File: src/rtl/add64_slice_seq_pkg.sv
// Shared definitions for the slice-stepped add/subtract sequencer.
package add_seq_pkg;

  typedef enum logic [1:0] {
    S_IDLE = 2'd0,
    S_RUN  = 2'd1,
    S_DONE = 2'd2
  } state_t;

  localparam int WIDTH_DEF = 64;
  localparam int SLICE_DEF = 16;
  localparam int NSLICE    = WIDTH_DEF / SLICE_DEF;
  localparam int IDXW      = $clog2(NSLICE);

endpackage

File: src/rtl/add64_slice_seq_adder16.sv
// Shared 16-bit ripple slice: sum and carry-out of a + b + cin.
module adder16 (
  input  logic [15:0] a,
  input  logic [15:0] b,
  input  logic        cin,
  output logic [15:0] sum,
  output logic        cout
);

  assign {cout, sum} = {1'b0, a} + {1'b0, b} + {16'b0, cin};

endmodule

File: src/rtl/add64_slice_seq.sv
// Multi-cycle WIDTH-bit add/subtract that steps one adder16 across the operands,
// LSB slice first, chaining slices through a registered carry.
//
//  state  | meaning
//  S_IDLE | waiting for a request; in_ready high
//  S_RUN  | one slice per cycle, idx selects the slice
//  S_DONE | result valid, held until out_ready
module add64_slice_seq
  import add_seq_pkg::*;
#(
  parameter int WIDTH = WIDTH_DEF,
  parameter int SLICE = SLICE_DEF
) (
  input  logic             clk,
  input  logic             rst_n,
  input  logic             in_valid,
  output logic             in_ready,
  input  logic [WIDTH-1:0] a,
  input  logic [WIDTH-1:0] b,
  input  logic             sub,
  output logic             out_valid,
  input  logic             out_ready,
  output logic [WIDTH-1:0] sum,
  output logic             cout,
  output logic             overflow,
  output logic             busy
);

  localparam int NS = WIDTH / SLICE;
  localparam int IW = (NS > 1) ? $clog2(NS) : 1;
  localparam logic [IW-1:0] LAST = IW'(NS - 1);

  if ((WIDTH % SLICE) != 0 || SLICE != 16) begin : g_bad_cfg
    $error("add64_slice_seq: WIDTH must be a multiple of SLICE and SLICE must be 16");
  end

  state_t            state;
  logic [IW-1:0]     idx;
  logic              carry;
  logic [WIDTH-1:0]  opa;
  logic [WIDTH-1:0]  opb;
  logic [SLICE-1:0]  sl_a;
  logic [SLICE-1:0]  sl_b;
  logic [SLICE-1:0]  sl_sum;
  logic              sl_cout;

  always_comb begin
    sl_a = opa[int'(idx)*SLICE +: SLICE];
    sl_b = opb[int'(idx)*SLICE +: SLICE];
  end

  adder16 u_slice (
    .a    (sl_a),
    .b    (sl_b),
    .cin  (carry),
    .sum  (sl_sum),
    .cout (sl_cout)
  );

  assign in_ready = (state == S_IDLE);
  assign busy     = (state != S_IDLE);

  always_ff @(posedge clk) begin
    if (!rst_n) begin
      state     <= S_IDLE;
      idx       <= '0;
      carry     <= 1'b0;
      opa       <= '0;
      opb       <= '0;
      sum       <= '0;
      cout      <= 1'b0;
      overflow  <= 1'b0;
      out_valid <= 1'b0;
    end else begin
      case (state)
        S_IDLE: begin
          if (in_valid) begin
            // Subtract as A + ~B + 1: the +1 enters as the first slice's carry-in.
            opa   <= a;
            opb   <= b ^ {WIDTH{sub}};
            carry <= sub;
            idx   <= '0;
            state <= S_RUN;
          end
        end
        S_RUN: begin
          sum[int'(idx)*SLICE +: SLICE] <= sl_sum;
          carry <= sl_cout;
          idx   <= idx + 1'b1;
          if (idx == LAST) begin
            cout      <= sl_cout;
            overflow  <= (opa[WIDTH-1] == opb[WIDTH-1]) && (sl_sum[SLICE-1] != opa[WIDTH-1]);
            out_valid <= 1'b1;
            state     <= S_DONE;
          end
        end
        S_DONE: begin
          if (out_ready) begin
            out_valid <= 1'b0;
            state     <= S_IDLE;
          end
        end
        default: begin
          out_valid <= 1'b0;
          state     <= S_IDLE;
        end
      endcase
    end
  end

endmodule

File: config.mk
export PLATFORM = sky130hd
export DESIGN_NAME = add64_slice_seq
export DESIGN_NICKNAME = d
export VERILOG_FILES = /design/src/rtl/add64_slice_seq_pkg.sv /design/src/rtl/add64_slice_seq_adder16.sv /design/src/rtl/add64_slice_seq.sv
export SDC_FILE = /design/constraint.sdc
export NUM_CORES = 1
export LEC_CHECK = 0
export CAP_MARGIN = 20
export CORE_ASPECT_RATIO = 0.7
export CORE_UTILIZATION = 44
export DETAILED_ROUTE_END_ITERATION = 8
export PLACE_DENSITY = 0.68
export SYNTH_ARGS = -nofsm -noshare
export SYNTH_HDL_FRONTEND = slang
export SYNTH_SLANG_ARGS = --single-unit
File: constraint.sdc
create_clock -name clk -period 4.6 [get_ports clk]
set_input_delay 0.92 -clock clk [delete_from_list [all_inputs] [get_ports clk]]
set_output_delay 0.92 -clock clk [all_outputs]
set_load 0.05 [all_outputs]
==> flow_metrics.env <==
export IMPL_status="completed"
export IMPL_start_util_pct=45.5
export IMPL_htreeDepth=4
export IMPL_gr_usage_all_layers_pct=24.0
export IMPL_maxSlewViolCount=0
export IMPL_netlist_area_sq_mm=0.00957
export IMPL_power_density_mw_per_mm2=332
export IMPL_async_flop_share_pct=0
export IMPL_clk_pin_slew_ns=0.07
export IMPL_path_class="flop to flop"
export IMPL_synth_cells=995
export IMPL_required_ns=4.91
export IMPL_ctsResizeCount=0
export IMPL_numCtsBuffers=17
export IMPL_hpwl_mm=19.0
export IMPL_cp_max_fo=12
export IMPL_r2r_slack_ns=0.96
export IMPL_wl_met1_mm=13.5
export IMPL_min_period_over_period_pct=79.1
export IMPL_ctsHoldBuffers=0
export IMPL_post_place_ws_ns=0.990
export IMPL_nets=1305
export IMPL_p_switching_w=0.00115
export IMPL_p_leak_nw=4.95
export IMPL_first_global_vias=7420
export IMPL_synthFlopType="dfxtp_1"
export IMPL_routedWlPerCell_um=18.2
export IMPL_antenna_found_initial=0
export IMPL_cap_viol_max_count=0
export IMPL_synth_top_area_cell="dfxtp_1"
export IMPL_grt_first_pass_wirelength_mm=41.3
export IMPL_synthesis_nets=1151
export IMPL_clock_skew_ns=0.0126
export IMPL_p_seq_share_pct=46.1
export IMPL_met2_length_mm=10.5
export IMPL_cts_setup_buffers=0
export IMPL_worst_pin_slew_ns=1.09
export IMPL_pwr_share_clk_pct=35.7
export IMPL_drtAntennaViolNets=0
export IMPL_synth_common_cells="nand2_1, dfxtp_1, xnor2_1"
export IMPL_cp_start_kind="flop"
export IMPL_fin_crit_ns=3.64
export IMPL_insertion_delay_ns=0.44
export IMPL_syn_area_per_cell_sq_um=9.62
export IMPL_cts_sinks=200
export IMPL_synth_top_cell_area_share_pct=41.8
export IMPL_gp_congestion=0.824
export IMPL_vias=7795
export IMPL_finish_utilization_pct=58.4
export IMPL_drtIter0Drc=691
export IMPL_synth_area_leaders="dfxtp_1, nand2_1, mux4_2, o211a_1, xnor2_1"
export IMPL_drcViolationCount=0
export IMPL_rsz0062_at_grt="no"
export IMPL_ys_ff_latch=200
export IMPL_synth_edf_count=0
export IMPL_max_clock_path_buffers=2
export IMPL_rows=44
export IMPL_fin_setup_tns_ns=0
export IMPL_die_w_um=178
export IMPL_p_sw_share_pct=28.1
export IMPL_antennaDiodeCount=0
export IMPL_area_delta_synth_final_pct=28.3
export IMPL_vdd_drop_max_mv=0.279
export IMPL_place_area_sq_mm=0.0117
export IMPL_synth_cell_type_count=50
export IMPL_cp_cell_sequence="buf_4 -> mux4_2 -> ha_1 -> nor2b_1 -> o21a_1 -> o21ai_0 -> o21a_1 -> nand2_1 -> a311oi_1 -> o21ai_0"
export IMPL_arrival_ns=3.94
export IMPL_hold_class="flop to flop"
export IMPL_port_buffers=201
export IMPL_cp_end_kind="flop"
export IMPL_grt_max_degree=74
export IMPL_intPower_w=0.00293
export IMPL_drt_total_wl_mm=26.2
export IMPL_pwr_share_comb_pct=18.1
export IMPL_die_h_um=125
export IMPL_fin_area_sq_mm=0.0123
export IMPL_ys_seq_area_share_pct=41.8
export IMPL_dr_wl_met3_mm=1.91
export IMPL_highest_layer="met4"
export IMPL_fin_ws_ns=0.961
export IMPL_gr_total_overflow=0
export IMPL_viasPerCell=5.42
export IMPL_max_stage_delay_ns=0.58
export IMPL_cts_root_buf="clkbuf_16"
export IMPL_core_area_sq_mm=0.0210
export IMPL_hold_viol_final=0
export IMPL_setup_viol=0
export IMPL_yosysMostFrequentCell="nand2_1"
export IMPL_crit_path_top_delay_cell="mux4_2"
export IMPL_drive_gt1_share_pct=8.18
export IMPL_die_area_sq_mm=0.0223
export IMPL_cts_tree="done"
export IMPL_max_freq_mhz=275
export IMPL_dr_pass1_iters=5
export IMPL_yosysWarnings=0
export IMPL_pin_count=202
export IMPL_slew_headroom_pct=26.5
## cells in the final DEF (no fill, tap or decap), drive strengths merged, types with 2 or more instances in the layout
cell / netlist / routed
ha: 21 / 21
a311oi: 2 / 2
a21o: 3 / 3
a21oi: 13 / 13
a22o: 5 / 5
nor3: 2 / 2
inv: 12 / 16
o211a: 64 / 64
o21ai: 20 / 20
nor2b: 51 / 51
xor2: 6 / 6
o31a: 3 / 3
and2: 8 / 8
clkbuf: 51 / 20
a31oi: 3 / 3
buf: 28 / 15
nand3b: 3 / 3
o21a: 6 / 6
clkinvlp: 0 / 3
xnor2: 69 / 69
nand3: 20 / 20
and3: 8 / 8
nor2: 11 / 11
nor4b: 2 / 2
o311ai: 4 / 4
mux4: 32 / 32
fa: 2 / 2
mux2i: 4 / 4
a21boi: 65 / 65
nand2b: 3 / 3
a22oi: 45 / 45
nand2: 217 / 217
nand4: 6 / 6
o211ai: 2 / 2
dfxtp: 200 / 200
clkdlybuf4s50: 0 / 199
clkinv: 0 / 4
## power groups by stage
stage	logic, W	registers, W	clock network (W)
final	0.000740	0.00188	0.00146
after global routing	0.000801	0.00189	0.00155
after detailed placement	0.000734	0.00192	0
after global placement	0.000729	0.00192	0
after CTS	0.000739	0.00188	0.00148
after floorplan	0.000448	0.00192	0
## cell families (layout without fill, tap and decap cells)
kind of cell,count (synthesis),count (layout),synth area share [%]
compound gates,237,237,19.8
xor+xnor,75,75,6.87
fa+ha+maj,23,23,3.16
buf+inv,91,258,4.03
flops,200,200,41.8
mux,36,36,7.95
simple gates,333,333,16.4
## final timing paths
path / startpoint / to / depth (start not counted)
min: opa[43] / opa[43] / 2
max: idx[0] / carry / 10
min reg2reg: opa[43] / opa[43] / 2
max reg2reg: idx[0] / carry / 10
## through the flow
| step | hold slack [ns] | power [W] | cells |
|---|---|---|---|
| floorplan | 0.440 | 0.00237 | 995 |
| global placement | 0.449 | 0.00265 | 1406 |
| detailed placement | 0.457 | 0.00265 | 1406 |
| CTS | 0.467 | 0.00410 | 1438 |
| global route | 0.488 | 0.00424 | 1438 |
| finish | 0.466 | 0.00408 | 1438 |
## worst max-delay path: cells and delay by family, from the launching register on
family / cells / cell delay, ns
and+or+nand+nor: 2 / 0.30
buffers and inverters: 1 / 0.32
muxes: 1 / 0.58
adders and majority gates: 1 / 0.38
AOI/OAI and AO/OA: 5 / 1.37
DFF: 1 / 0.57
## per-layer routing
metal,global-route usage [%],vias up
met5,0,-
met4,5.63,0
met3,5.29,22
met2,33.3,260
met1,37.2,3725
li1,-,3788
## flip-flops by register name (all words and copies together), names as in the netlist
signal / count
cout: 1
opa: 64
state: 2
sum: 64
opb: 64
overflow: 1
idx: 2
carry: 1
out_valid: 1
## cell type report
type | instances | area [sq um]
fillers | 1883 | 8760
multi-input cells | 704 | 5180
flip-flops and latches | 200 | 4010
repair buffers | 214 | 2130
clock buffers | 20 | 447
well taps | 276 | 345
clock inverters | 12 | 116
inverters | 12 | 45.0
(Power assumes the default switching activity.)
